`src/rtl/uart_tx_cfg.sv`:
```
// uart_tx_cfg: parametrised UART transmitter with a one-word holding buffer.
// Frames are start bit, DATA_BITS data bits LSB first, an optional parity bit
// and STOP_BITS stop bits. Each bit lasts CLK_PER_BIT clocks. A word taken
// while a frame is in flight is held and follows with no idle gap.
// Optional feature: define UART_TX_BREAK_EN to add i_break (line break state).
// Ports:
//   clk      rising-edge clock
//   rst      asynchronous active-high reset
//   i_valid  i_data valid; accepted when i_valid & o_ready
//   i_data   word to send (DATA_BITS wide)
//   o_ready  holding buffer empty
//   o_tx     registered serial line, idles high
//   o_busy   frame (or break) in progress
//   o_done   one-cycle pulse after the last stop bit of a frame
//   o_state  FSM state for debug
//   i_break  (UART_TX_BREAK_EN only) hold the line low while high
module uart_tx_cfg #(
    parameter int unsigned CLK_PER_BIT = 87,
    parameter int unsigned DATA_BITS   = 8,
    parameter int unsigned PARITY_MODE = 0,
    parameter int unsigned STOP_BITS   = 1
) (
    input  logic                 clk,
    input  logic                 rst,
    input  logic                 i_valid,
    input  logic [DATA_BITS-1:0] i_data,
    output logic                 o_ready,
    output logic                 o_tx,
    output logic                 o_busy,
    output logic                 o_done,
    output logic [2:0]           o_state
`ifdef UART_TX_BREAK_EN
    ,
    input  logic                 i_break
`endif
);

    localparam int unsigned CNT_W  = $clog2(CLK_PER_BIT);
    localparam int unsigned IDX_W  = 4;
    localparam bit          PAR_EN = (PARITY_MODE == 1) || (PARITY_MODE == 2);

    typedef enum logic [2:0] {
        S_IDLE   = 3'd0,
        S_START  = 3'd1,
        S_DATA   = 3'd2,
        S_PARITY = 3'd3,
        S_STOP   = 3'd4,
        S_BREAK  = 3'd5
    } state_t;

    state_t               state_q, state_d;
    logic [CNT_W-1:0]     cnt_q, cnt_d;
    logic [IDX_W-1:0]     idx_q, idx_d;
    logic [DATA_BITS-1:0] shift_q, shift_d;
    logic [DATA_BITS-1:0] buf_q, buf_d;
    logic                 buf_full_q, buf_full_d;
    logic                 par_q, par_d;
    logic                 tx_q, tx_d;
    logic                 busy_q, busy_d;
    logic                 done_q, done_d;

    logic bit_end, last_data, last_stop, frame_end, hs, brk;
    logic enter_start, load_direct;

    function automatic logic parity_of(input logic [DATA_BITS-1:0] w);
        return (PARITY_MODE == 1) ? ~^w : ^w;
    endfunction

`ifdef UART_TX_BREAK_EN
    // Set while the post-break mark period runs, so it ends without o_done.
    logic mark_q, mark_d;
    assign brk     = i_break;
    assign o_ready = ~buf_full_q & (state_q != S_BREAK);
`else
    assign brk     = 1'b0;
    assign o_ready = ~buf_full_q;
`endif

    assign hs        = i_valid & o_ready;
    assign bit_end   = (cnt_q == CNT_W'(CLK_PER_BIT - 1));
    assign last_data = (idx_q == IDX_W'(DATA_BITS - 1));
    assign last_stop = (idx_q == IDX_W'(STOP_BITS - 1));
    assign frame_end = (state_q == S_STOP) & bit_end & last_stop;

    // State register.
    always_ff @(posedge clk or posedge rst) begin
        if (rst) state_q <= S_IDLE;
        else     state_q <= state_d;
    end

    // Next-state logic.
    always_comb begin
        state_d = state_q;
        case (state_q)
            S_IDLE: begin
                if (brk)          state_d = S_BREAK;
                else if (i_valid) state_d = S_START;
            end
            S_START:  if (bit_end) state_d = S_DATA;
            S_DATA:   if (bit_end && last_data) state_d = PAR_EN ? S_PARITY : S_STOP;
            S_PARITY: if (bit_end) state_d = S_STOP;
            S_STOP: begin
                if (frame_end) begin
                    if (brk)                         state_d = S_BREAK;
                    else if (buf_full_q || i_valid)  state_d = S_START;
                    else                             state_d = S_IDLE;
                end
            end
`ifdef UART_TX_BREAK_EN
            S_BREAK:  if (!i_break) state_d = S_STOP;
`endif
            default:  state_d = S_IDLE;
        endcase
    end

    // Datapath and registered-output next values.
    always_comb begin
        cnt_d      = '0;
        idx_d      = idx_q;
        shift_d    = shift_q;
        buf_d      = buf_q;
        buf_full_d = buf_full_q;
        par_d      = par_q;
        busy_d     = (state_d != S_IDLE);
        done_d     = frame_end;
        tx_d       = 1'b1;

        if ((state_q == S_START || state_q == S_DATA || state_q == S_PARITY ||
             state_q == S_STOP) && !bit_end)
            cnt_d = cnt_q + CNT_W'(1);

        // idx counts data bits in DATA and stop bits in STOP.
        if (state_d != state_q) idx_d = '0;
        else if (bit_end)       idx_d = idx_q + IDX_W'(1);

        if (state_q == S_DATA && bit_end) shift_d = shift_q >> 1;

        // A new frame takes the buffered word first, else the word on the bus.
        enter_start = (state_d == S_START) && (state_q != S_START);
        load_direct = enter_start && !buf_full_q;
        if (enter_start) begin
            if (buf_full_q) begin
                shift_d    = buf_q;
                par_d      = parity_of(buf_q);
                buf_full_d = 1'b0;
            end else begin
                shift_d = i_data;
                par_d   = parity_of(i_data);
            end
        end
        if (hs && !load_direct) begin
            buf_d      = i_data;
            buf_full_d = 1'b1;
        end

        case (state_d)
            S_START:  tx_d = 1'b0;
            S_DATA:   tx_d = shift_d[0];
            S_PARITY: tx_d = par_d;
            S_BREAK:  tx_d = 1'b0;
            default:  tx_d = 1'b1;
        endcase

`ifdef UART_TX_BREAK_EN
        mark_d = mark_q;
        if (state_q == S_BREAK && state_d == S_STOP) mark_d = 1'b1;
        else if (frame_end)                           mark_d = 1'b0;
        done_d = frame_end & ~mark_q;
`endif
    end

    // Datapath and output registers.
    always_ff @(posedge clk or posedge rst) begin
        if (rst) begin
            cnt_q      <= '0;
            idx_q      <= '0;
            shift_q    <= '0;
            buf_q      <= '0;
            buf_full_q <= 1'b0;
            par_q      <= 1'b0;
            tx_q       <= 1'b1;
            busy_q     <= 1'b0;
            done_q     <= 1'b0;
        end else begin
            cnt_q      <= cnt_d;
            idx_q      <= idx_d;
            shift_q    <= shift_d;
            buf_q      <= buf_d;
            buf_full_q <= buf_full_d;
            par_q      <= par_d;
            tx_q       <= tx_d;
            busy_q     <= busy_d;
            done_q     <= done_d;
        end
    end

`ifdef UART_TX_BREAK_EN
    always_ff @(posedge clk or posedge rst) begin
        if (rst) mark_q <= 1'b0;
        else     mark_q <= mark_d;
    end
`endif

    assign o_tx    = tx_q;
    assign o_busy  = busy_q;
    assign o_done  = done_q;
    assign o_state = state_q;

endmodule
```
`config.mk`:
```
export PLATFORM = sky130hd
export DESIGN_NAME = uart_tx_cfg
export DESIGN_NICKNAME = d
export VERILOG_FILES = /design/src/rtl/uart_tx_cfg.sv
export SDC_FILE = /design/constraint.sdc
export NUM_CORES = 1
export LEC_CHECK = 0
export BUFFER_PORTS_ARGS = -buffer_cell sky130_fd_sc_hd__clkbuf_2
export CORE_MARGIN = 2
export CORE_UTILIZATION = 55
export CTS_CLUSTER_DIAMETER = 50
export DETAILED_ROUTE_END_ITERATION = 8
export GPL_TIMING_DRIVEN = 0
export PLACE_DENSITY = 0.8
export SLEW_MARGIN = 15
export SYNTH_ARGS = -nofsm -noshare
export SYNTH_HDL_FRONTEND = slang
export SYNTH_SLANG_ARGS = --single-unit
```
`constraint.sdc`:
```
create_clock -name clk -period 3 [get_ports clk]
set_input_delay 0.15 -clock clk [delete_from_list [all_inputs] [get_ports clk]]
set_output_delay 0.15 -clock clk [all_outputs]
set_load 0.005 [all_outputs]
```
======== After elaboration in Yosys (flattened, before gate mapping) ========
Cells that the tools add are included.
word-level totals
  bits in registers ....................... 35
  input port bits ......................... 11
  logic and storage cells ................. 69
  output and inout port bits .............. 7
cells by class
  bitwise gates (word level) .............. 4
  mux-type cells .......................... 18
  equal/unequal tests ..................... 12
  reductions and logical operators ........ 22
  $add $sub $neg .......................... 2
operator list
  operator                                                                  count
  8-bit two-way mux                                                         3
  8-bit XOR reduction                                                       2
  3-bit two-way mux                                                         5
  3-bit case mux with 5 select lines                                        1
  3-bit by 2-bit equality test with 1-bit output (second input constant)    4
  4-bit two-way mux                                                         2
  7-bit by 1-bit adder with 7-bit output (second input constant)            1
  7-bit equality test (second input constant)                               1
  7-bit two-way mux                                                         1
  3-bit by 1-bit equality test with 1-bit output (second input constant)    2
  3-bit equality test (second input constant)                               2
  1-bit logical AND                                                         6
  2-bit nonzero test                                                        3
  1-bit two-way mux                                                         5
  4-bit by 1-bit adder with 4-bit output (second input constant)            1
  4-bit by 3-bit equality test with 1-bit output (second input constant)    1
  4-bit zero test                                                           1
  1-bit logical OR                                                          4
  1-bit bitwise AND                                                         3
  1-bit zero test                                                           3
  3-bit zero test                                                           1
  3-bit by 1-bit inequality test with 1-bit output (second input constant)  1
  3-bit inequality test                                                     1
  1-bit case mux with 3 select lines                                        1
  other kinds (3)                                                           3

======== Longest topological paths before layout ========
  depth in word-level cells ............... 11
  depth in mapped cells ................... 8
  depth with buffers taken out ............ 8

======== Worst setup path before layout ========
OpenSTA, ideal clock, no wires.
  path type ............................... register to register
  start point ............................. register cnt_q[0]
  end point ............................... register buf_q[0]
  library setup time ...................... 0.125 ns
  buffers on the path ..................... 1
  stages on the path, launching flop included .. 9
  data required time ...................... 2.875 ns
  path slack .............................. 0.889 ns
  period minus slack after synthesis ...... 2.111 ns
  arrival time ............................ 1.986 ns
  path through ............................ dfrtp_1 > inv_1 > ha_1 > and4b_4 > and3_4 > o32a_4 > o211a_1 > buf_6 > mux2_4
on the way
  longest elaborated chain between the ends .. 10
  elaborated cells on any way between the ends .. 14
  classes of those cells .................. eq/ne (2); mux (5); bitwise (2); reduce/logical (5)
RTL lines
  element                                           RTL line  source
  start: declaration                                52        logic [CNT_W-1:0] cnt_q, cnt_d;
  start signal: assignment                          185       cnt_q <= cnt_d;
  7-bit equality test *                             80        assign bit_end = (cnt_q == CNT_W'(CLK_PER_BIT - 1));
  1-bit bitwise AND (2 in a row)                    83        assign frame_end = (state_q == S_STOP) & bit_end & last_stop;
  3-bit two-way mux                                 103       if (frame_end) begin
  3-bit case mux with 5 select lines *              94        case (state_q)
  3-bit by 1-bit equality test with 1-bit output *  139       enter_start = (state_d == S_START) && (state_q != S_START);
  1-bit logical AND *                               139
  1-bit logical AND *                               140       load_direct = enter_start && !buf_full_q;
  1-bit zero test *                                 151       if (hs && !load_direct) begin
  1-bit logical AND *                               151
  end signal: assignment                            188       buf_q <= buf_d;
  end: declaration                                  55        logic [DATA_BITS-1:0] buf_q, buf_d;
Mark *: on every way between the ends. The rest lies on a longest branch, timed or not.
A chain may end at the register's enable or synchronous reset.

======== Final worst setup path ========
  start point ............................. register cnt_q[0]
  end point ............................... register shift_q[1]
on the way
  longest elaborated chain between the ends .. 8
  elaborated cells on any way between the ends .. 14
  classes of those cells .................. eq/ne (2); mux (6); bitwise (2); reduce/logical (4)
RTL lines
  element                                                  RTL line  source
  7-bit equality test *                                    80
  1-bit bitwise AND (2 in a row)                           83
  3-bit two-way mux                                        103
  3-bit case mux with 5 select lines                       94
  3-bit by 1-bit equality test with 1-bit output           139
  1-bit logical AND                                        139
  8-bit two-way mux or 2-bit nonzero test (tied branches)  -
  end signal: assignment                                   187       shift_q <= shift_d;
  end: declaration                                         54        logic [DATA_BITS-1:0] shift_q, shift_d;
Marks and branches as above.

==> flow_summary_export.csv <==
group,metric,value,unit
clock_network,cts_buffer_depth,2,
sta,hold_violations,0,
pwr,power_density,793,nW/µm²
flow_run,maxCapViolCount,0,
synthesis,synth_top_area_share,0.446,
worst_setup_path,setup.worst_path.start_class,"flip-flop",
synthesis,syn_nets,187,
placement,dp_hpwl,2.59,mm
pwr,seqPwrFrac,0.463,
placement,placed_cell_area,2050,µm²
synthesis,postSynthCellCount,172,
pwr,leakage,0.00100,µW
clock_network,cts_buffers,5,
pwr,p_switching,600,µW
worst_setup_path,worst-setup-path-type,"flip-flop to flip-flop",
floorplanning,fp.dieH,62.9,µm
sta,tightest_slew,0.703,ns
clock_network,clk_pin_slew,0.10,ns
synthesis,syn_area,1910,µm²
sta,max_freq,441,MHz
worst_setup_path,crit_fanout,7,
routing,detail_route.first_pass.iterations,4,
global_routing,grt_pass1_wl,6.14,mm
placement,post-place-ws,0.728,ns
sta,setup_violations,0,
routing,drtIter0Drc,85,
synthesis,synth_seq_cells,35,
placement,gp_congestion,0.800,
global_routing,grt_util_met2,0.339,
sta,rsz0062_at_grt,"false",
routing,wl_per_cell,14.2,µm
synthesis,syn_avg_cell_area,11.1,µm²
sta,setup_tns,0,ns
global_routing,grt_pass1_vias,1395,
cells_and_area,drive_above_1_share,0.217,
floorplanning,die-area,3950,µm²
min_path,hold_class,"input pin to flip-flop",
sta,finalWorstSetupSlack,0.732,ns
floorplanning,dieWidth,62.9,µm
clock_network,htreeDepth,2,
clock_network,clkLatencyLatePin,0.35,ns
synthesis,yosys-top-cells-area,"dfrtp_1 (45%), mux2i_1 (7.9%), xnor2_1 (7.4%)",
global_routing,grt_usage,0.199,
clock_network,clock-sinks,35,
sta,relSlewSlack,0.530,
sta,fin_crit_sh,0.756,
cells_and_area,area_growth_syn_to_layout,10.6,%
cells_and_area,nets,212,
floorplanning,io_pins,18,
floorplanning,start_util,0.571,
global_routing,grt_remaining_overflow,0,
worst_setup_path,cp.arrival,2.48,ns
worst_setup_path,crit_required,3.21,ns
worst_setup_path,crit_path_end_kind,"flip-flop",
placement,portBuffers,17,
global_routing,use_met1,0.238,
pwr,p_int,1070,µW
cells_and_area,diodes,0,
routing,num_vias,1341,
routing,post-route-drc-count,0,
synthesis,synth_top_area_cell,"dfrtp_1",
synthesis,yosysSeqAreaShare,0.460,
pwr,switching_share,0.359,
pwr,pwr-share-comb,0.390,
routing,viasPerCell,5.50,
pwr,power.share.clock,0.148,
global_routing,top_usage_layer,"met2",
sta,maxSlewViolCount,0,
pwr,vdd_drop_max,0.360,mV
global_routing,grt_start_max_net_pins,36,
routing,postRouteWirelength,3.47,mm
sta,period_minus_slack,2.27,ns
synthesis,yosys_warnings,0,
routing,ant_nets,0,
floorplanning,core,3340,µm²
clock_network,root_buffer,"clkbuf_4",
global_routing,use_met3,0.0541,
floorplanning,rows,21,
cells_and_area,final_area,2110,µm²
clock_network,cts_tree,"done",
sta,clock_skew,0.0115,ns
run_status,run_status,"finished clean",
global_routing,antenna_found_initial,0,
synthesis,synth_cell_types,40,
cells_and_area,nFillCells,280,
[cell type report]
class / count / area, µm² / area share
plain buffers: 4 / 23.8 / 0.0113
clock buffers: 7 / 45.0 / 0.0214
clock inverters: 1 / 5.00 / 0.00237
inverters: 14 / 52.6 / 0.0249
multi-input cells: 119 / 952 / 0.452
flip-flops and latches: 35 / 877 / 0.416
well taps: 46 / 57.6 / 0.0273
repair buffers: 18 / 95.1 / 0.0451
[critical path, stage by stage (launching register included)]
cell	delay, ns
dfrtp_1	0.39
inv_1	0.05
ha_1	0.21
and4b_4	0.22
and3_4	0.17
o32a_4	0.39
o21ai_0	0.48
o221ai_1	0.21
[cells by family (layout without fill, tap and decap cells)]
group,count (synthesis),in the layout,synth area share
simple gates,46,46,0.135
compound gates,24,24,0.0959
xor+xnor,22,22,0.101
buf+inv,18,44,0.0401
fa+ha+maj,4,4,0.0263
flops,35,35,0.460
mux,23,23,0.142
[sequential cells by signal (all words and copies together), names as in the netlist]
register    count
buf_full_q      1
buf_q           8
cnt_q           7
idx_q           4
o_busy          1
o_done          1
o_state         3
o_tx            1
par_q           1
shift_q         8
[cells in the mapped netlist]
| library cell | count |
|---|---|
| nand4b_1 | 1 |
| nor3_1 | 1 |
| and2b_4 | 1 |
| nor2_1 | 18 |
| a31o_2 | 2 |
| clkbuf_1 | 2 |
| nand2_2 | 1 |
| o21bai_1 | 1 |
| o21ai_0 | 5 |
| mux2_4 | 8 |
| o221ai_1 | 4 |
| nand3_1 | 2 |
| nand4_1 | 3 |
| and4b_4 | 1 |
| or3_1 | 1 |
| o31ai_1 | 1 |
| and3_4 | 1 |
| xor2_1 | 6 |
| nand2b_1 | 3 |
| nand2_1 | 8 |
| a31oi_1 | 1 |
| o211a_1 | 1 |
| buf_6 | 1 |
| nor3b_1 | 2 |
| o32a_4 | 1 |
| dfrtp_1 | 34 |
| o211ai_1 | 1 |
| a21oi_1 | 4 |
| nand3b_1 | 1 |
| nor4_4 | 1 |
| a221oi_1 | 1 |
| inv_1 | 14 |
| xnor2_1 | 16 |
| ha_1 | 4 |
| mux2i_1 | 15 |
| a311oi_1 | 1 |
| dfstp_2 | 1 |
| o22ai_1 | 1 |
| and3_1 | 1 |
| buf_2 | 1 |
[final timing paths]
| check | start | endpoint | slack (ns) | cells past startpoint |
|---|---|---|---|---|
| worst max-delay path | cnt_q[0] | shift_q[1] | 0.73 | 7 |
| worst min-delay path | i_data[7] | buf_q[7] | 0.07 | 2 |
| worst max register to register | cnt_q[0] | shift_q[1] | 0.73 | 7 |
| worst min register to register | cnt_q[0] | cnt_q[0] | 0.48 | 1 |
| max in group asynchronous | rst | buf_q[2] | 2.11 | 3 |
| min in group asynchronous | rst | cnt_q[6] | 0.43 | 3 |
[repair_timing]
item,CTS,global route
gates resized for setup,0,0
setup buffers,0,0
hold buffers,1,0
endpoints found under the hold margin,34,0
[stage by stage]
step           total power, µW  utilization  instances  hold slack [ns]
5_1_grt                   1800        0.632        244           0.0579
3_5_place_dp              1440        0.614        235            0.301
2_1_floorplan             1280            -        172            0.298
6_report                  1670        0.632        244           0.0705
3_3_place_gp              1380        0.614        235            0.425
4_1_cts                   1690        0.632        244           0.0744
[power groups by stage]
stage          combinational, µW  clock, µW  sequential [µW]
6_report                     652        247              774
5_1_grt                      723        278              798
4_1_cts                      662        249              774
3_5_place_dp                 655          0              784
3_3_place_gp                 611          0              768
2_1_floorplan                526          0              752
[per-layer routing]
layer / routed length (µm) / vias up
li1: - / 651
met1: 1560 / 654
met2: 1690 / 23
met3: 132 / 13
met4: 86 / 0
met5: 0 / -
[cell usage in the layout, fill, tap and decap left out, types with 2 or more instances in the layout]
cell	count
clkbuf_2	17
mux2_4	8
clkbuf_4	5
xor2_1	6
a21oi_1	4
ha_1	4
nor2_1	18
clkbuf_1	4
nand2b_1	3
nand3_1	2
nand4_1	3
o221ai_1	4
dfrtp_1	34
nor3b_1	2
inv_1	13
o21ai_0	5
xnor2_1	16
a31o_2	2
mux2i_1	15
nand2_1	8
Note: power is estimated with default switching activity, not from simulation.
